$ cat src/rtl/alu_arbiter.sv
// Two-requester round-robin front end for a shared external combinational ALU.
// One operation is in flight at a time: IDLE (grant) -> EXEC (ALU settles) -> RESP (hold result).
module alu_arbiter #(
    parameter int DATA_W = 5
) (
    input  logic              CLK,
    input  logic              RST_N,
    input  logic              REQ0_VALID,
    output logic              REQ0_READY,
    input  logic [3:0]        REQ0_OP,
    input  logic [DATA_W-1:0] REQ0_A,
    input  logic [DATA_W-1:0] REQ0_B,
    input  logic              REQ0_CIN,
    input  logic              REQ1_VALID,
    output logic              REQ1_READY,
    input  logic [3:0]        REQ1_OP,
    input  logic [DATA_W-1:0] REQ1_A,
    input  logic [DATA_W-1:0] REQ1_B,
    input  logic              REQ1_CIN,
    output logic              RSP0_VALID,
    input  logic              RSP0_READY,
    output logic              RSP1_VALID,
    input  logic              RSP1_READY,
    output logic [DATA_W-1:0] RSP_RESULT,
    output logic              RSP_COUT,
    output logic [3:0]        ALU_SEL,
    output logic [DATA_W-1:0] ALU_A,
    output logic [DATA_W-1:0] ALU_B,
    output logic              ALU_CIN,
    input  logic [DATA_W-1:0] ALU_SUM,
    input  logic              ALU_COUT
);

    typedef enum logic [1:0] {
        IDLE = 2'd0,
        EXEC = 2'd1,
        RESP = 2'd2
    } state_t;

    state_t state;
    logic   last_grant;   // id granted most recently; reset to 1 so REQ0 wins the first tie
    logic   owner;        // id of the operation currently in flight
    logic   grant;
    logic   accept;
    logic   rsp_ready_owner;

    // Grant: a lone requester wins outright, a tie goes to whoever was not served last.
    always_comb begin
        if (REQ0_VALID && REQ1_VALID) begin
            grant = ~last_grant;
        end else begin
            grant = REQ1_VALID;
        end
    end

    assign REQ0_READY      = (state == IDLE) && REQ0_VALID && !grant;
    assign REQ1_READY      = (state == IDLE) && REQ1_VALID && grant;
    assign accept          = REQ0_READY || REQ1_READY;
    assign rsp_ready_owner = owner ? RSP1_READY : RSP0_READY;

    always_ff @(posedge CLK or negedge RST_N) begin
        if (!RST_N) begin
            state      <= IDLE;
            last_grant <= 1'b1;
            owner      <= 1'b0;
            ALU_SEL    <= '0;
            ALU_A      <= '0;
            ALU_B      <= '0;
            ALU_CIN    <= 1'b0;
            RSP_RESULT <= '0;
            RSP_COUT   <= 1'b0;
            RSP0_VALID <= 1'b0;
            RSP1_VALID <= 1'b0;
        end else begin
            case (state)
                IDLE: begin
                    // ALU drive registers change only here, so they hold between operations.
                    if (accept) begin
                        ALU_SEL    <= grant ? REQ1_OP  : REQ0_OP;
                        ALU_A      <= grant ? REQ1_A   : REQ0_A;
                        ALU_B      <= grant ? REQ1_B   : REQ0_B;
                        ALU_CIN    <= grant ? REQ1_CIN : REQ0_CIN;
                        owner      <= grant;
                        last_grant <= grant;
                        state      <= EXEC;
                    end
                end
                EXEC: begin
                    RSP_RESULT <= ALU_SUM;
                    RSP_COUT   <= ALU_COUT;
                    RSP0_VALID <= !owner;
                    RSP1_VALID <= owner;
                    state      <= RESP;
                end
                RESP: begin
                    if (rsp_ready_owner) begin
                        RSP0_VALID <= 1'b0;
                        RSP1_VALID <= 1'b0;
                        state      <= IDLE;
                    end
                end
                default: begin
                    state <= IDLE;
                end
            endcase
        end
    end

endmodule

$ cat config.mk
export PLATFORM = sky130hd
export DESIGN_NAME = alu_arbiter
export DESIGN_NICKNAME = d
export VERILOG_FILES = /design/src/rtl/alu_arbiter.sv
export SDC_FILE = /design/constraint.sdc
export NUM_CORES = 1
export LEC_CHECK = 0
export BUFFER_PORTS_ARGS = -buffer_cell sky130_fd_sc_hd__buf_2
export CAP_MARGIN = 20
export CORE_AREA = 4 4 71 57
export DETAILED_ROUTE_END_ITERATION = 16
export DIE_AREA = 0 0 75 61
export PLACE_DENSITY = 0.73
export SETUP_SLACK_MARGIN = 0.1
export SKIP_CTS_REPAIR_TIMING = 1
export SYNTH_ARGS = -nofsm -noshare
export SYNTH_HDL_FRONTEND = slang
export SYNTH_SLANG_ARGS = --single-unit
$ cat constraint.sdc
create_clock -name CLK -period 1.5 [get_ports CLK]
set_input_delay 0.3 -clock CLK [delete_from_list [all_inputs] [get_ports CLK]]
set_output_delay 0.3 -clock CLK [all_outputs]
set_load 0.01 [all_outputs]
# Word-level counts from Yosys, hierarchy flattened
# Cells that the tools add are included.
[word_totals] regBits=27 word_cells=41 inputBits=42
[classes] n_bitwise=1 eq_ne=4 n_reduce_logical=13 muxes=12
[ops] op="$mux 5" n=2
[ops] op="$pmux 2 s3" n=1
[ops] op="$reduce_and 2->1" n=3
[ops] op="$logic_and 1x1->1" n=5
[ops] op="$mux 1" n=4
[ops] op="$mux 2" n=2
[ops] op="$mux 4" n=1
[ops] op="$ne 2x2->1 const B" n=2
[ops] op="$pmux 1 s2" n=2
[ops] op="$eq 2x1->1 const B" n=1
[ops] op="$eq 2x2->1 const B" n=1
[ops] op="$logic_not 1->1" n=2
[ops] op="$logic_not 2->1" n=1
[ops] op="$reduce_bool 2->1" n=1
[ops] op="$logic_or 1x1->1" n=1
[ops] op="$not 1->1" n=1

# Depth between registers and ports, before layout
[depth] depth_word=7 ltp_mapped=5

# Least setup slack after synthesis
# Ideal clock, no wire load.
[synth_timing] path_kind="reg-to-reg" start="reg last_grant" end="reg ALU_A[4]" synth_period_minus_slack_ns=1.560 path_buffers=2 stages_incl_launch_ff=6 path_slack_ns=-0.060 arrival_time_ns=1.435 cell_sequence="dfstp_2 > a21bo_1 > buf_6 > buf_6 > mux2_4 > mux2_2"
[synth_between] elab_chain_len=6 elab_cells_between_ends=8
[synth_lines] element="start, declared" line_no="41" rtl="logic last_grant;"
[synth_lines] element="start signal, assigned" line_no="84" rtl="last_grant <= grant;"
[synth_lines] element="$not 1->1 *" line_no="50" rtl="grant = ~last_grant;"
[synth_lines] element="$mux 1 *" line_no="49" rtl="if (REQ0_VALID && REQ1_VALID) begin"
[synth_lines] element="$logic_not 1->1" line_no="56" rtl="assign REQ0_READY = (state == IDLE) && REQ0_VALID && !grant;"
[synth_lines] element="$logic_and 1x1->1" line_no="56"
[synth_lines] element="$logic_or 1x1->1" line_no="58" rtl="assign accept = REQ0_READY || REQ1_READY;"
[synth_lines] element="$reduce_and 2->1 (no source line)"
[synth_lines] element="end signal, assigned" line_no="80" rtl="ALU_A <= grant ? REQ1_A : REQ0_A;"
[synth_lines] element="end, declared" line_no="27" rtl="output logic [DATA_W-1:0] ALU_A,"
# Every way passes the cells marked *; elsewhere a longest branch is shown, timed or not.
# A chain may end at the register's enable or synchronous reset.

# Worst setup path after layout
[layout_timing] start="reg last_grant" end="out REQ0_READY"
[layout_between] elab_chain_len=4
[layout_lines] element="$not 1->1" line_no="50"
[layout_lines] element="$mux 1" line_no="49"
[layout_lines] element="$logic_not 1->1" line_no="56"
[layout_lines] element="$logic_and 1x1->1" line_no="56"
[layout_lines] element="end, declared" line_no="9" rtl="output logic REQ0_READY,"
# No other way between the ends.

==> flow_metrics.env <==
export IMPL_reg2reg_depth=5
export IMPL_place_congestion=0.727
export IMPL_drc=0
export IMPL_cts_buffers=3
export IMPL_worstSetupStartpointType="flop"
export IMPL_fin_nets=215
export IMPL_clockPowerShare_pct=11.1
export IMPL_crit_type="reg2out"
export IMPL_antenna_found_initial=0
export IMPL_setup_viol=17
export IMPL_r2r_end="ALU_A[3]"
export IMPL_syn_area_per_cell_sq_um=14.2
export IMPL_worst_slew_pin_slew_ns=0.596
export IMPL_fin_crit_ns=1.63
export IMPL_yosys_warnings=0
export IMPL_cpPeakStageDelay_ns=0.55
export IMPL_ys_seq_area_share_pct=52.4
export IMPL_dpl_cell_count=202
export IMPL_fin_skew_ns=0.00245
export IMPL_yosysTopAreaCellShare_pct=50.4
export IMPL_async_flop_share_pct=100
export IMPL_path_max_fanout=6
export IMPL_outcome="complete, but fails checks"
export IMPL_insertion_delay_ns=0.27
export IMPL_hpwl_um=2270
export IMPL_fp_dieH_um=61
export IMPL_critPathRequiredTime_ns=1.20
export IMPL_hold_viol=0
export IMPL_p_leak_nw=1.01
export IMPL_ir_worst_vdd_v=0.000838
export IMPL_cts_htree_levels=1
export IMPL_intPower_mw=2.39
export IMPL_cts_num_sinks=27
export IMPL_power_frac_seq_pct=36.4
export IMPL_row_count=18
export IMPL_syn_inst=91
export IMPL_synth_seq_cells=27
export IMPL_grt_pass1_wl_um=4450
export IMPL_power_switching_mw=1.23
export IMPL_via_count=1037
export IMPL_grt_util_all_layers_pct=13.0
export IMPL_drive_above_1_share_pct=74.4
export IMPL_drt_iter0_markers=31
export IMPL_powerDensity_mw_per_mm2=1890
export IMPL_antenna_cells=0
export IMPL_final_util_pct=58.7
export IMPL_rsz0062_at_grt="true"
export IMPL_hold_path_class="in2async"
export IMPL_ant_nets=0
export IMPL_power_frac_comb_pct=52.5
export IMPL_dieArea_sq_mm=0.00458
export IMPL_ios=67
export IMPL_synth_area_leaders="dfrtp_1 (50%), mux2_2 (24%), mux2_4 (9.3%)"
export IMPL_synth_area_sq_mm=0.00129
export IMPL_grt_pass1_vias=1042
export IMPL_synth_edff_count=0
export IMPL_clk_transition_reported_paths_ns=0.09
export IMPL_violations="setup timing"
export IMPL_worst_setup_path_end_kind="output port"
export IMPL_start_util_pct=39.5
export IMPL_critPathTopFamily="flip-flops"
export IMPL_final_cells=212
export IMPL_synthFlopType="dfrtp_1"
export IMPL_grt_start_max_net_pins=28
export IMPL_worst_slack_ns=-0.127
export IMPL_crit_path_top_delay_cell="dfstp_2"
export IMPL_syn_nets=133
export IMPL_die_x_um=75
export IMPL_fin_crit_sh_pct=108
export IMPL_fmax_mhz=615
export IMPL_portBuffers=66
export IMPL_yosysTopAreaCell="dfrtp_1"
export IMPL_maxSlewViolCount=0
export IMPL_max_slew_margin_pct=60.3
export IMPL_clockBufferDepth=2
export IMPL_area_growth_pct=48.4
export IMPL_core_area_sq_mm=0.00327
export IMPL_rrSetupSlack_ns=-0.12
export IMPL_cp_num_buf_inv=2
export IMPL_detail_route_vias_per_cell=4.89
export IMPL_cts_tree="built"
export IMPL_first_pass_iters=4
export IMPL_path_cells="a21bo_4 -> buf_12 -> nor2b_4 -> buf_6"
export IMPL_ys_types=21
export IMPL_wl_um=3120
export IMPL_crit_reg2reg_launch="last_grant"
export IMPL_worst_ep_arrival_time_ns=1.33
export IMPL_root_buffer="clkbuf_8"
export IMPL_grt_ovfl_total=0
export IMPL_maxCapViolCount=0
export IMPL_avgRoutedWirePerCell_um=14.7
export IMPL_swShare_pct=34.0
## cells by family (layout without fill, tap and decap cells)
family	after synthesis	count (layout)	share of synthesized area [%]
muxes	36	36	33.7
DFF	27	27	52.4
AOI/OAI and AO/OA	12	12	6.59
and+or+nand+nor	10	10	4.26
buffers and inverters	6	87	3.00
## layer usage
metal	part of all wire, %	track usage [%]	vias up
li1	-	-	486
met1	40	14.4	493
met2	48	23.9	56
met3	12	4.80	2
met4	0.42	2.28	0
met5	0	0	-
## worst register-to-register path: stages (launching register included)
cell and delay (ns):
dfstp_2 0.55, a21bo_4 0.15, buf_12 0.12, buf_4 0.12, mux2_2 0.32, mux2_2 0.26
## power groups by stage
stage	clock network [mW]	registers [mW]	logic, mW
2_1_floorplan	0	1.49	0.859
3_3_place_gp	0	1.29	1.64
3_5_place_dp	0	1.32	1.72
4_1_cts	0.423	1.31	1.72
5_1_grt	0.450	1.37	2.05
6_report	0.403	1.32	1.90
## flip-flops by register name, summed over array words and instances (netlist names), 2 cells and up
| name | count |
|---|---|
| state | 2 |
| ALU_A | 5 |
| ALU_SEL | 4 |
| RSP_RESULT | 5 |
| ALU_B | 5 |
## cell usage in the layout (no fill, tap or decap)
cell type and instances:
buf_2 65, dfrtp_1 26, mux2_2 19, mux2_4 17, buf_4 11, a21o_1 4, a21oi_1 3, clkbuf_8 3
nor2b_1 2, inv_1 2, nand2_1 2, buf_6 2, buf_12 2, or3b_4 1, a21bo_4 1, nor2b_4 1
nor3_4 1, nor2b_2 1, a221oi_1 1, nand3_1 1, o221a_2 1, nor2_1 1, o21ai_1 1, o21ai_0 1
clkinv_2 1, clkbuf_16 1, dfstp_2 1
## stage by stage
stage / setup WS, ns / total power [mW] / hold WS (ns) / instance area (sq um) / TNS, ns
after floorplan: -0.0489 / 2.35 / 0.00441 / 1300 / -0.391
after global placement: -0.0338 / 2.94 / 0.335 / 1720 / -0.265
after detailed placement: -0.0788 / 3.04 / 0.345 / 1720 / -0.769
after CTS: -0.238 / 3.45 / 0.0434 / 1770 / -1.30
after global routing: -0.167 / 3.87 / 0.0750 / 1920 / -2.29
final: -0.127 / 3.63 / 0.0271 / 1920 / -1.75
## worst max-delay path by stage
stage,from,to,depth (start not counted)
after global placement,last_grant,ALU_SEL[0],4
final,last_grant,REQ0_READY,4
after global routing,last_grant,REQ0_READY,4
after floorplan,last_grant,ALU_A[4],5
after detailed placement,last_grant,ALU_A[2],4
after CTS,last_grant,REQ0_READY,4
## synth_stat cells (2+ instances only)
master	instances
nand2_1	2
dfrtp_1	26
buf_6	2
mux2_2	28
a21oi_1	3
nor2b_1	4
inv_1	2
a21o_1	4
mux2_4	8
## area by class of cell
| cell class | instances | area (sq um) |
|---|---|---|
| Fill cell | 277 | 1350 |
| Sequential cell | 27 | 677 |
| Multi-Input combinational cell | 58 | 639 |
| Timing Repair Buffer | 81 | 495 |
| Tap cell | 40 | 50.0 |
| Clock buffer | 3 | 41.3 |
| Inverter | 2 | 7.51 |
| Clock inverter | 1 | 5.00 |
No activity file was read; power rests on OpenSTA's default activity.
